--- src/rtl/branch_pkg.sv ---
// Shared branch definitions: funct3 encodings, default datapath width and
// the taken/legal decode used by the resolve pipeline.
package branch_pkg;

   localparam int XLEN_DEFAULT = 64;

   typedef enum logic [2:0] {
      F3_BEQ  = 3'b000,
      F3_BNE  = 3'b001,
      F3_BLT  = 3'b100,
      F3_BGE  = 3'b101,
      F3_BLTU = 3'b110,
      F3_BGEU = 3'b111
   } funct3_e;

   function automatic logic funct3_legal(input logic [2:0] f);
      return (f != 3'b010) && (f != 3'b011);
   endfunction

   function automatic logic branch_taken(input logic [2:0] f, input logic eq,
                                         input logic lt, input logic ltu);
      logic t;
      t = 1'b0;
      case (f)
         F3_BEQ:  t = eq;
         F3_BNE:  t = !eq;
         F3_BLT:  t = lt;
         F3_BGE:  t = !lt;
         F3_BLTU: t = ltu;
         F3_BGEU: t = !ltu;
         default: t = 1'b0;
      endcase
      return t;
   endfunction

endpackage

--- src/rtl/branch_cmp.sv ---
// Combinational operand compare built on one XLEN+1 bit subtraction:
// the borrow gives the unsigned result, the sign of the difference the signed one.
module branch_cmp #(
   parameter int XLEN = 64
) (
   input  logic [XLEN-1:0] a,
   input  logic [XLEN-1:0] b,
   output logic            eq,
   output logic            lt,
   output logic            ltu
);

   logic [XLEN:0] diff;

   assign diff = {1'b0, a} - {1'b0, b};
   assign eq   = (diff[XLEN-1:0] == '0);
   assign ltu  = diff[XLEN];
   // Differing signs decide directly; equal signs cannot overflow the difference.
   assign lt   = (a[XLEN-1] ^ b[XLEN-1]) ? a[XLEN-1] : diff[XLEN-1];

endmodule

--- src/rtl/branch_resolve.sv ---
// Two-stage branch resolution: S1 registers compare results and both candidate
// PCs, S2 holds the resolved result and drives the fetch redirect and counter.
module branch_resolve
   import branch_pkg::*;
#(
   parameter int XLEN  = XLEN_DEFAULT,
   parameter int CNT_W = 32
) (
   input  logic             clk,
   input  logic             rst_n,
   input  logic             flush,
   input  logic             in_valid,
   output logic             in_ready,
   input  logic [2:0]       in_funct3,
   input  logic [XLEN-1:0]  in_rs1,
   input  logic [XLEN-1:0]  in_rs2,
   input  logic [XLEN-1:0]  in_pc,
   input  logic [XLEN-1:0]  in_imm,
   input  logic             in_pred_taken,
   output logic             out_valid,
   input  logic             out_ready,
   output logic             out_taken,
   output logic             out_mispredict,
   output logic             out_illegal,
   output logic [XLEN-1:0]  out_next_pc,
   output logic             redirect_valid,
   output logic [XLEN-1:0]  redirect_pc,
   output logic [CNT_W-1:0] mispredict_cnt
);

   // Handshake: a transfer happens on a rising edge where valid && ready are
   // both high; valid never depends on ready, and a stalled stage holds its data.

   logic            cmp_eq, cmp_lt, cmp_ltu;
   logic            s1_valid, s1_eq, s1_lt, s1_ltu, s1_pred;
   logic [2:0]      s1_funct3;
   logic [XLEN-1:0] s1_target, s1_seq;
   logic            s2_open, s1_open;
   logic            res_legal, res_taken, res_misp;

   branch_cmp #(.XLEN(XLEN)) u_cmp (
      .a   (in_rs1),
      .b   (in_rs2),
      .eq  (cmp_eq),
      .lt  (cmp_lt),
      .ltu (cmp_ltu)
   );

   assign s2_open  = !out_valid || out_ready;
   assign s1_open  = !s1_valid || s2_open;
   assign in_ready = !flush && s1_open;

   always_ff @(posedge clk or negedge rst_n) begin
      if (!rst_n) begin
         s1_valid  <= 1'b0;
         s1_eq     <= 1'b0;
         s1_lt     <= 1'b0;
         s1_ltu    <= 1'b0;
         s1_pred   <= 1'b0;
         s1_funct3 <= 3'b000;
         s1_target <= '0;
         s1_seq    <= '0;
      end else if (flush) begin
         s1_valid <= 1'b0;
      end else if (s1_open) begin
         s1_valid <= in_valid;
         if (in_valid) begin
            s1_eq     <= cmp_eq;
            s1_lt     <= cmp_lt;
            s1_ltu    <= cmp_ltu;
            s1_pred   <= in_pred_taken;
            s1_funct3 <= in_funct3;
            s1_target <= in_pc + in_imm;
            s1_seq    <= in_pc + XLEN'(4);
         end
      end
   end

   assign res_legal = funct3_legal(s1_funct3);
   assign res_taken = res_legal && branch_taken(s1_funct3, s1_eq, s1_lt, s1_ltu);
   assign res_misp  = res_legal && (res_taken ^ s1_pred);

   always_ff @(posedge clk or negedge rst_n) begin
      if (!rst_n) begin
         out_valid      <= 1'b0;
         out_taken      <= 1'b0;
         out_mispredict <= 1'b0;
         out_illegal    <= 1'b0;
         out_next_pc    <= '0;
      end else if (flush) begin
         out_valid <= 1'b0;
      end else if (s2_open) begin
         out_valid <= s1_valid;
         if (s1_valid) begin
            out_taken      <= res_taken;
            out_mispredict <= res_misp;
            out_illegal    <= !res_legal;
            out_next_pc    <= res_taken ? s1_target : s1_seq;
         end
      end
   end

   // A result handed over in a flush cycle still redirects and counts.
   assign redirect_valid = out_valid && out_ready && out_mispredict;
   assign redirect_pc    = redirect_valid ? out_next_pc : '0;

   always_ff @(posedge clk or negedge rst_n) begin
      if (!rst_n) begin
         mispredict_cnt <= '0;
      end else if (redirect_valid && (mispredict_cnt != '1)) begin
         mispredict_cnt <= mispredict_cnt + CNT_W'(1);
      end
   end

endmodule

--- config.mk ---
export PLATFORM = sky130hd
export DESIGN_NAME = branch_resolve
export DESIGN_NICKNAME = d
export VERILOG_FILES = /design/src/rtl/branch_pkg.sv /design/src/rtl/branch_cmp.sv /design/src/rtl/branch_resolve.sv
export SDC_FILE = /design/constraint.sdc
export NUM_CORES = 1
export LEC_CHECK = 0
export ABC_AREA = 0
export CORE_MARGIN = 10
export CORE_UTILIZATION = 35
export CTS_CLUSTER_DIAMETER = 80
export DETAILED_ROUTE_END_ITERATION = 8
export HOLD_SLACK_MARGIN = 0.12
export PLACE_DENSITY = 0.6
export SYNTH_ARGS = -nofsm -noshare
export SYNTH_HDL_FRONTEND = slang
export SYNTH_HIERARCHICAL = 1
export SYNTH_SLANG_ARGS = --single-unit
--- constraint.sdc ---
create_clock -name clk -period 5.2 [get_ports clk]
set_input_delay 1.04 -clock clk [delete_from_list [all_inputs] [get_ports clk]]
set_output_delay 1.04 -clock clk [all_outputs]
set_load 0.05 [all_outputs]
[After elaboration in Yosys (flattened, before gate mapping)]
Cells that the tools add are included.
Word-level totals
  output and inout bits: 166
  register bits: 236
  input port bits: 265
  logic and storage cells: 59
Cells by class
  muxes and demuxes: 8
  bitwise operators: 3
  $add $sub $neg: 4
  reductions and logical operators: 22
  equal/unequal tests: 8
Operators by type and width (count)
  64-bit 2-to-1 mux: 2
  64-bit by 64-bit subtractor with 65-bit output: 1
  64-bit by 3-bit adder with 64-bit output, second input constant: 1
  64-bit adder: 1
  64-bit logical NOT: 1
  32-bit by 1-bit adder with 32-bit output, second input constant: 1
  32-bit != test, second input constant: 1
  3-bit == test, second input constant: 4
  1-bit logical AND: 7
  1-bit logical NOT: 7
  3-bit by 2-bit != test with 1-bit output, second input constant: 2
  1-bit case mux with 6 select lines: 1
  3-bit AND reduction: 2
  1-bit 2-to-1 mux: 5
  2-bit nonzero test: 2
  3-bit by 1-bit == test with 1-bit output, second input constant: 1
  3-bit logical NOT: 1
  1-bit logical OR: 2
  1-bit bitwise XOR: 2
  1-bit inverter: 1

[Depth between registers and ports, before layout]
Gate-level depths: netlist of the first run.
  word-level depth: 5
  depth in mapped cells: 27
  depth with buffers taken out: 26

[Hierarchy]
The synthesis of the first run kept the hierarchy.
By module, submodules not included
  branch_resolve: times used 1, cells each 1734, sequential area each 5905.7 um^2, area an instance 14993.1 um^2
  branch_cmp: times used 1, cells each 752, sequential area each 0.0 um^2, area an instance 4977.3 um^2

[Worst setup path before layout of the first run]
Ideal clock, no wire load.
  path kind: input to register
  start: in in_rs2[15]
  end: reg s1_eq
  setup slack: -0.876 ns
  cell stages on the path: 26
  library setup time: 0.065 ns
  data required time: 5.135 ns
  arrival: 6.011 ns
  buffers on the path: 1
  cells stage by stage: inv_1 -> ha_1 -> buf_2 -> nand4_1 -> nor4_2 -> a2111oi_4 -> o31ai_4 -> o22a_1 -> nor2_1 -> o31ai_1 -> a21oi_1 -> o21ai_0 -> a31oi_1 -> fa_1 -> o2111ai_1 -> a211o_1 -> nor4_1 -> nand4_1 -> nor4_1 -> o2111ai_1 -> nor4_1 -> nand4_1 -> or4_1 -> nor4_2 -> nand2_1 -> nand2_1
Between the ends
  cells in the longest elaborated chain, start to end: 2
RTL lines
  start: declaration: RTL line branch_resolve.sv:16  | input logic [XLEN-1:0] in_rs2,
  64-bit by 64-bit subtractor with 65-bit output: RTL line branch_cmp.sv:15  | assign diff = {1'b0, a} - {1'b0, b};
  64-bit logical NOT: RTL line branch_cmp.sv:16  | assign eq = (diff[XLEN-1:0] == '0);
  via cmp_eq: RTL line branch_resolve.sv:34  | logic cmp_eq, cmp_lt, cmp_ltu;
  end signal: assignment: RTL line branch_resolve.sv:68  | s1_eq <= cmp_eq;
  end: declaration: RTL line branch_resolve.sv:35  | logic s1_valid, s1_eq, s1_lt, s1_ltu, s1_pred;
The timed path passes the listed nets, and every way through them passes these cells.
A chain may end at the register's enable or synchronous reset.

[Worst setup path in the final report of the first run]
  start: in in_rs2[11]
  end: reg s1_eq
Same word-level chain as after synthesis.

==> flow_summary.yaml, run 1 <==
timing:
  worst_pin_slew_ns: 0.9466
  drv_slew: 0
  final-hold-violation-count: 0
  finalCritPeriodShare_pct: 117.1
  skew_ns: 0.03565
  max_freq_mhz: 164.2
  fin_ws_ns: -0.8898
  fin_setup_tns_ns: -0.8898
  setup_violations: 1
  fin_crit_ns: 6.090
  relSlewSlack_pct: 36.89
  rsz0062_at_grt: "true"
flow_run:
  max_cap_violations: 0
synth:
  synth_edf_count: 0
  avgSynthCellArea_sq_um: 8.033
  synth_top_area_cell: "dfrtp_1"
  netlist_area_sq_um: 19970
  yosysSeqAreaShare_pct: 29.57
  synthArstFlopShare_pct: 100.0
  synth_top_area_share_pct: 29.57
  synth.area.top_cells: "dfrtp_1 (30%), ha_1 (8.1%), nand2_1 (7.3%)"
  ys.warnings.count: 6
  synth-seq-cells: 236
  syn_inst: 2486
  synth_fp_nets: 2883
  synthFlopType: "dfrtp_1"
  yosysUniqueCellTypes: 106
power_and_ir_drop:
  total_power_w: 0.007696
  vdd_drop_max_v: 0.0002800
  p_leak_nw: 12.25
  p_per_area_nw_per_um2: 281.2
finish:
  final_core_util_pct: 48.44
  layout-drive-gt1-share_pct: 11.63
  final-seq-area_sq_um: 5906
  nNetsFinal: 3422
  fill_cells: 5423
  multiInputGateArea_sq_um: 13190
  area_growth_pct: 37.05
  fin_area_sq_um: 27370
clocking:
  cts_hold_buffers: 0
  cts-buffers-inserted: 28
  clkTransAtPathRegs_ns: 0.06
  cts_root_buf: "clkbuf_16"
  clk_latency_ns: 0.57
  cts_buffer_depth: 3
  cts_tree: "done"
  htree_levels: 1
  cts.sinks: 236
status:
  violations: "setup timing"
  status: "complete, but fails checks"
floorplanning:
  core_sq_um: 56500
  die_y_um: 258.9
  ios: 431
  die_x_um: 258.9
  initial_utilization_pct: 35.35
  die-area_sq_um: 67010
  num_rows: 87
worst_setup_path:
  cp.buffers_inverters: 3
  critPathRequiredTime_ns: 5.67
  cp.arrival_ns: 6.56
  cp_num_cells: 27
  worstRegToRegCells: 9
  regToRegStartpoint: "mispredict_cnt[15]$_DFFE_PN0P_"
  crit_slowest_cell: "fa_1"
  cp-start-kind: "primary input"
  regToRegSetupSlack_ns: 2.48
  crit_path_end: "s1_eq$_DFFE_PN0P_"
  crit_family: "simple AND/OR/NAND/NOR gates"
  criticalPathCategory: "primary input to flip-flop"
  path_max_fanout: 4
  worstReg2RegEnd: "mispredict_cnt[17]$_DFFE_PN0P_"
  end_kind: "flip-flop"
  crit_start: "in_rs2[11]"
  slowest_delay_ns: 0.51
routing:
  vias: 20160
  drt-pass1-iter-count: 5
  drc_errors: 0
  via_per_inst: 5.295
  routed_wl_mm: 76.16
  antenna_left: 0
  drtIter0Drc: 1405
  wire_per_inst_um: 20.01
placement:
  io_buffers: 430
  post_dp_cell_area_sq_um: 26270
  pre_cts_slack_ns: -1.643
  globalplace.congestion: 0.9562
  dp_hpwl_mm: 63.64
global_route:
  grt_pass1_wl_mm: 117.4
  grtUsageTotal_pct: 21.83
  overflow: 0
  grt_max_degree: 107
  grt_pass1_vias: 20180
  antenna_found_initial: 10
worst_hold_path:
  min_path_type: "flip-flop to flip-flop"
[cell families (layout without fill, tap and decap cells)]
group,Yosys count,after routing,share of synthesized area (%)
AOI/OAI and AO/OA,706,706,22.84
xor gates and xnor gates,179,179,7.850
adders and majority gates,132,132,8.383
buffers and inverters,245,803,5.257
DFF,236,236,29.57
muxes,77,77,3.891
other,0,7,0
and+or+nand+nor,911,911,22.21
[cells in the mapped netlist (12+ instances only)]
library cell	instances
nand2_1	390
o21ai_0	246
dfrtp_1	236
a21oi_1	156
nor2_1	133
ha_1	129
inv_1	110
xnor2_1	95
clkbuf_1	85
xor2_1	84
and2_1	80
a21o_1	75
mux2i_1	72
nand4_1	71
nand3_1	63
nor3_1	35
and3_1	31
buf_2	30
o21a_1	22
a31oi_1	21
o21bai_1	18
o211ai_1	17
a211oi_1	14
nor2b_1	13
o31ai_1	13
or3_1	13
nand2b_1	12
nor4_1	12
o21ai_1	12
[state kept, by name, indices dropped and copies added, names as in the netlist]
name / cells
s1_ltu: 1
out_taken: 1
s1_lt: 1
mispredict_cnt: 32
s1_funct3: 3
s1_valid: 1
out_next_pc: 64
out_mispredict: 1
s1_seq: 64
s1_pred: 1
out_illegal: 1
s1_eq: 1
s1_target: 64
out_valid: 1
[timing repair]
item | 4_1_cts | 5_1_grt
setup endpoints to repair | 1 | 1
resized for setup | 10 | 10
buffers inserted | 1 | 0
pin swaps | 2 | 0
[tightest hold or removal path: stages (launching register included)]
cell and delay, ns:
dfrtp_1 0.34, nand2_1 0.05, nand2_1 0.05
[placed cells by master (no fill, tap or decap), types with 75 or more instances in the layout]
cell and instances:
o21ai_0 245, xnor2_1 95, nor2_1 133, inv_1 106, nand2_1 388, ha_1 122
xor2_1 84, and2_1 80, dfrtp_1 236, buf_4 211, clkdlybuf4s50_1 427, a21o_1 75
a21oi_1 155
[worst min path at each step]
stage	from	endpoint	slack [ns]	depth (start not counted)
finish	s1_seq[3]$_DFFE_PN0P_	s1_seq[3]$_DFFE_PN0P_	0.47	2
global route	s1_seq[2]$_DFFE_PN0P_	s1_seq[2]$_DFFE_PN0P_	0.50	2
CTS	s1_seq[3]$_DFFE_PN0P_	s1_seq[3]$_DFFE_PN0P_	0.48	2
detailed placement	s1_seq[3]$_DFFE_PN0P_	s1_seq[3]$_DFFE_PN0P_	0.47	2
global placement	s1_lt$_DFFE_PN0P_	s1_lt$_DFFE_PN0P_	0.46	2
floorplan	s1_target[0]$_DFFE_PN0P_	s1_target[0]$_DFFE_PN0P_	0.44	2
[area by class of cell]
class                      count  area share (%)
antenna                        7         0.06400
clock buffer                  42           3.086
clock inverter                 7          0.3474
inverter                     110           1.509
multi-input combinational   2005           48.19
sequential                   236           21.58
tap                          756           3.456
timing repair buffer         644           21.77
[per-layer routing]
layer | vias to the layer above | GRT usage, % | part of all wire, %
met3 | 92 | 4.062 | 6.7
met2 | 632 | 36.21 | 47
li1 | 9885 | - | -
met1 | 9547 | 28.43 | 44
met4 | 2 | 6.257 | 2.3
met5 | - | 0 | 0.017
[power breakdown]
group	internal, W	switching (W)
sequential	0.00218	0.000279
clock	0.00121	0.000792
combinational	0.00130	0.00194
[metrics by stage]
step / std cells / hold WS, ns
global placement: 3750 / 0.4576
CTS: 3800 / 0.4804
finish: 3807 / 0.4738
global route: 3807 / 0.4974
detailed placement: 3750 / 0.4655
floorplan: 2486 / 0.4450
Power figures use the tool's default switching activity.
==> run 2, diff against run 1 <==
- ABC_AREA: 0 -> not set
- CORE_UTILIZATION: 35 -> 48
- PLACE_DENSITY: 0.6 -> 0.8
- clock period: 5.2 -> 5.45 ns (I/O delays scaled with it)
==> run 2 against run 1 <==
The run still ends with setup timing left. Cell count shrank 6.4%. Worst setup slack improved by 0.10 ns. Hold slack improved by 0.0045 ns. Combinational power down 5%. Sequential power shrank 4%. Clock-buffer cell count decreased by 5. Die area down 25%. Sequential share of layout area increased by 0.27 points. Non-clock buffer count is 16 lower.
==> flow_summary.yaml, run 2 (synthesis results as in run 1) <==
timing:
  worst_pin_slew_ns: 0.9420
  fin_crit_ns: 6.240
  finalCritPeriodShare_pct: 114.5
  final-hold-violation-count: 0
  skew_ns: 0.01953
  setup_violations: 1
  fin_setup_tns_ns: -0.7901
  relSlewSlack_pct: 37.20
  max_freq_mhz: 160.3
  fin_ws_ns: -0.7901
  drv_slew: 0
  rsz0062_at_grt: "true"
clocking:
  cts_buffer_depth: 3
  cts-buffers-inserted: 27
  htree_levels: 1
  cts.sinks: 236
  cts_root_buf: "clkbuf_16"
  clkTransAtPathRegs_ns: 0.06
  cts_hold_buffers: 0
  cts_tree: "done"
  clk_latency_ns: 0.56
status:
  status: "complete, but fails checks"
  violations: "setup timing"
finish:
  layout-drive-gt1-share_pct: 11.32
  area_growth_pct: 35.33
  nNetsFinal: 3405
  final_common_cell: "clkdlybuf4s50_1"
  final_cell_mix: "clkdlybuf4s50_1 (429), nand2_1 (388), o21ai_0 (244)"
  reg_top3: "out_next_pc x64, s1_seq x64, s1_target x64"
global_route:
  grt_max_degree: 129
  antenna_found_initial: 2
  overflow: 0
  grt_pass1_wl_mm: 114.3
  grtUsageTotal_pct: 28.11
  grt_pass1_vias: 20600
worst_setup_path:
  criticalPathCategory: "primary input to flip-flop"
  cp.arrival_ns: 6.72
  crit_slowest_cell: "or4_4"
  cp-start-kind: "primary input"
  slowest_delay_ns: 0.51
  path_max_fanout: 2
  end_kind: "flip-flop"
  critPathRequiredTime_ns: 5.93
floorplanning:
  core_sq_um: 41020
  die_x_um: 224.0
  die-area_sq_um: 50160
  ios: 431
  die_y_um: 224.0
  num_rows: 74
  initial_utilization_pct: 48.69
routing:
  antenna_left: 0
  wire_per_inst_um: 20.59
  drtIter0Drc: 1692
  drt-pass1-iter-count: 5
  vias: 20590
  via_per_inst: 5.777
  routed_wl_mm: 73.40
  drc_errors: 0
placement:
  globalplace.congestion: 0.9533
  dp_hpwl_mm: 60.68
  io_buffers: 430
power_and_ir_drop:
  total_power_w: 0.007457
  vdd_drop_max_v: 0.0002057
  p_leak_nw: 12.19
  p_per_area_nw_per_um2: 275.9
worst_hold_path:
  min_path_type: "flip-flop to flip-flop"
flow_run:
  max_cap_violations: 0
## run 2: power breakdown
group	total, W	switching, W	internal [W]
clock network	0.00204	0.000765	0.00127
registers	0.00234	0.000268	0.00207
logic	0.00308	0.00185	0.00123
total	0.00746	0.00288	0.00457
## run 2: timing repair
item	CTS	global route
endpoints found under the setup margin	1	1
pin swaps	4	8
resized for setup	3	15
setup buffers	4	2
## run 2: critical path, delay by kind of cell
kind / cells / cell delay (ns)
AO/OA/AOI/OAI: 13 / 2.38
adder cells (fa/ha/maj): 2 / 0.45
buffers and inverters: 5 / 0.96
AND/OR/NAND/NOR: 10 / 1.82
## run 2: layer usage
layer / global-route usage [%] / share of wire (%)
met1: 35.93 / 42
met2: 47.44 / 47
met3: 5.082 / 7.6
met4: 8.491 / 2.9
met5: 0 / 0.014
## run 2: worst paths after layout
| kind | from | end | slack, ns | cells past startpoint |
|---|---|---|---|---|
| max in group asynchronous | rst_n | s1_funct3[1]$_DFFE_PN0P_ | 3.66 | 2 |
| setup / recovery | in_rs2[24] | s1_eq$_DFFE_PN0P_ | -0.79 | 30 |
| min in group asynchronous | rst_n | out_next_pc[44]$_DFFE_PN0P_ | 0.63 | 1 |
| setup reg to reg | mispredict_cnt[2]$_DFFE_PN0P_ | mispredict_cnt[17]$_DFFE_PN0P_ | 2.77 | 9 |
| hold / removal | s1_seq[5]$_DFFE_PN0P_ | s1_seq[5]$_DFFE_PN0P_ | 0.48 | 2 |
| hold reg to reg | s1_seq[5]$_DFFE_PN0P_ | s1_seq[5]$_DFFE_PN0P_ | 0.48 | 2 |
## run 2: per-stage QoR
| stage | hold slack, ns | worst slack (ns) | area [sq um] | cells | utilization [%] |
|---|---|---|---|---|---|
| detailed placement | 0.4666 | -1.630 | 25830 | 3505 | 62.98 |
| finish | 0.4782 | -0.7901 | 27030 | 3564 | 65.89 |
| global route | 0.5001 | -1.127 | 27020 | 3562 | 65.88 |
| global placement | 0.4572 | -1.455 | 25830 | 3505 | 62.98 |
| CTS | 0.4804 | -0.9219 | 26900 | 3559 | 65.57 |
| floorplan | 0.4450 | -0.2857 | 19990 | 2486 | - |
## run 2: layout make-up
class / count / area (sq um)
clock buffer: 37 / 803.3
tap: 532 / 665.6
sequential: 236 / 5906
fill: 3394 / 13990
multi-input combinational: 2005 / 13190
antenna: 3 / 7.507
timing repair buffer: 628 / 5833
inverter: 110 / 412.9
clock inverter: 13 / 211.5
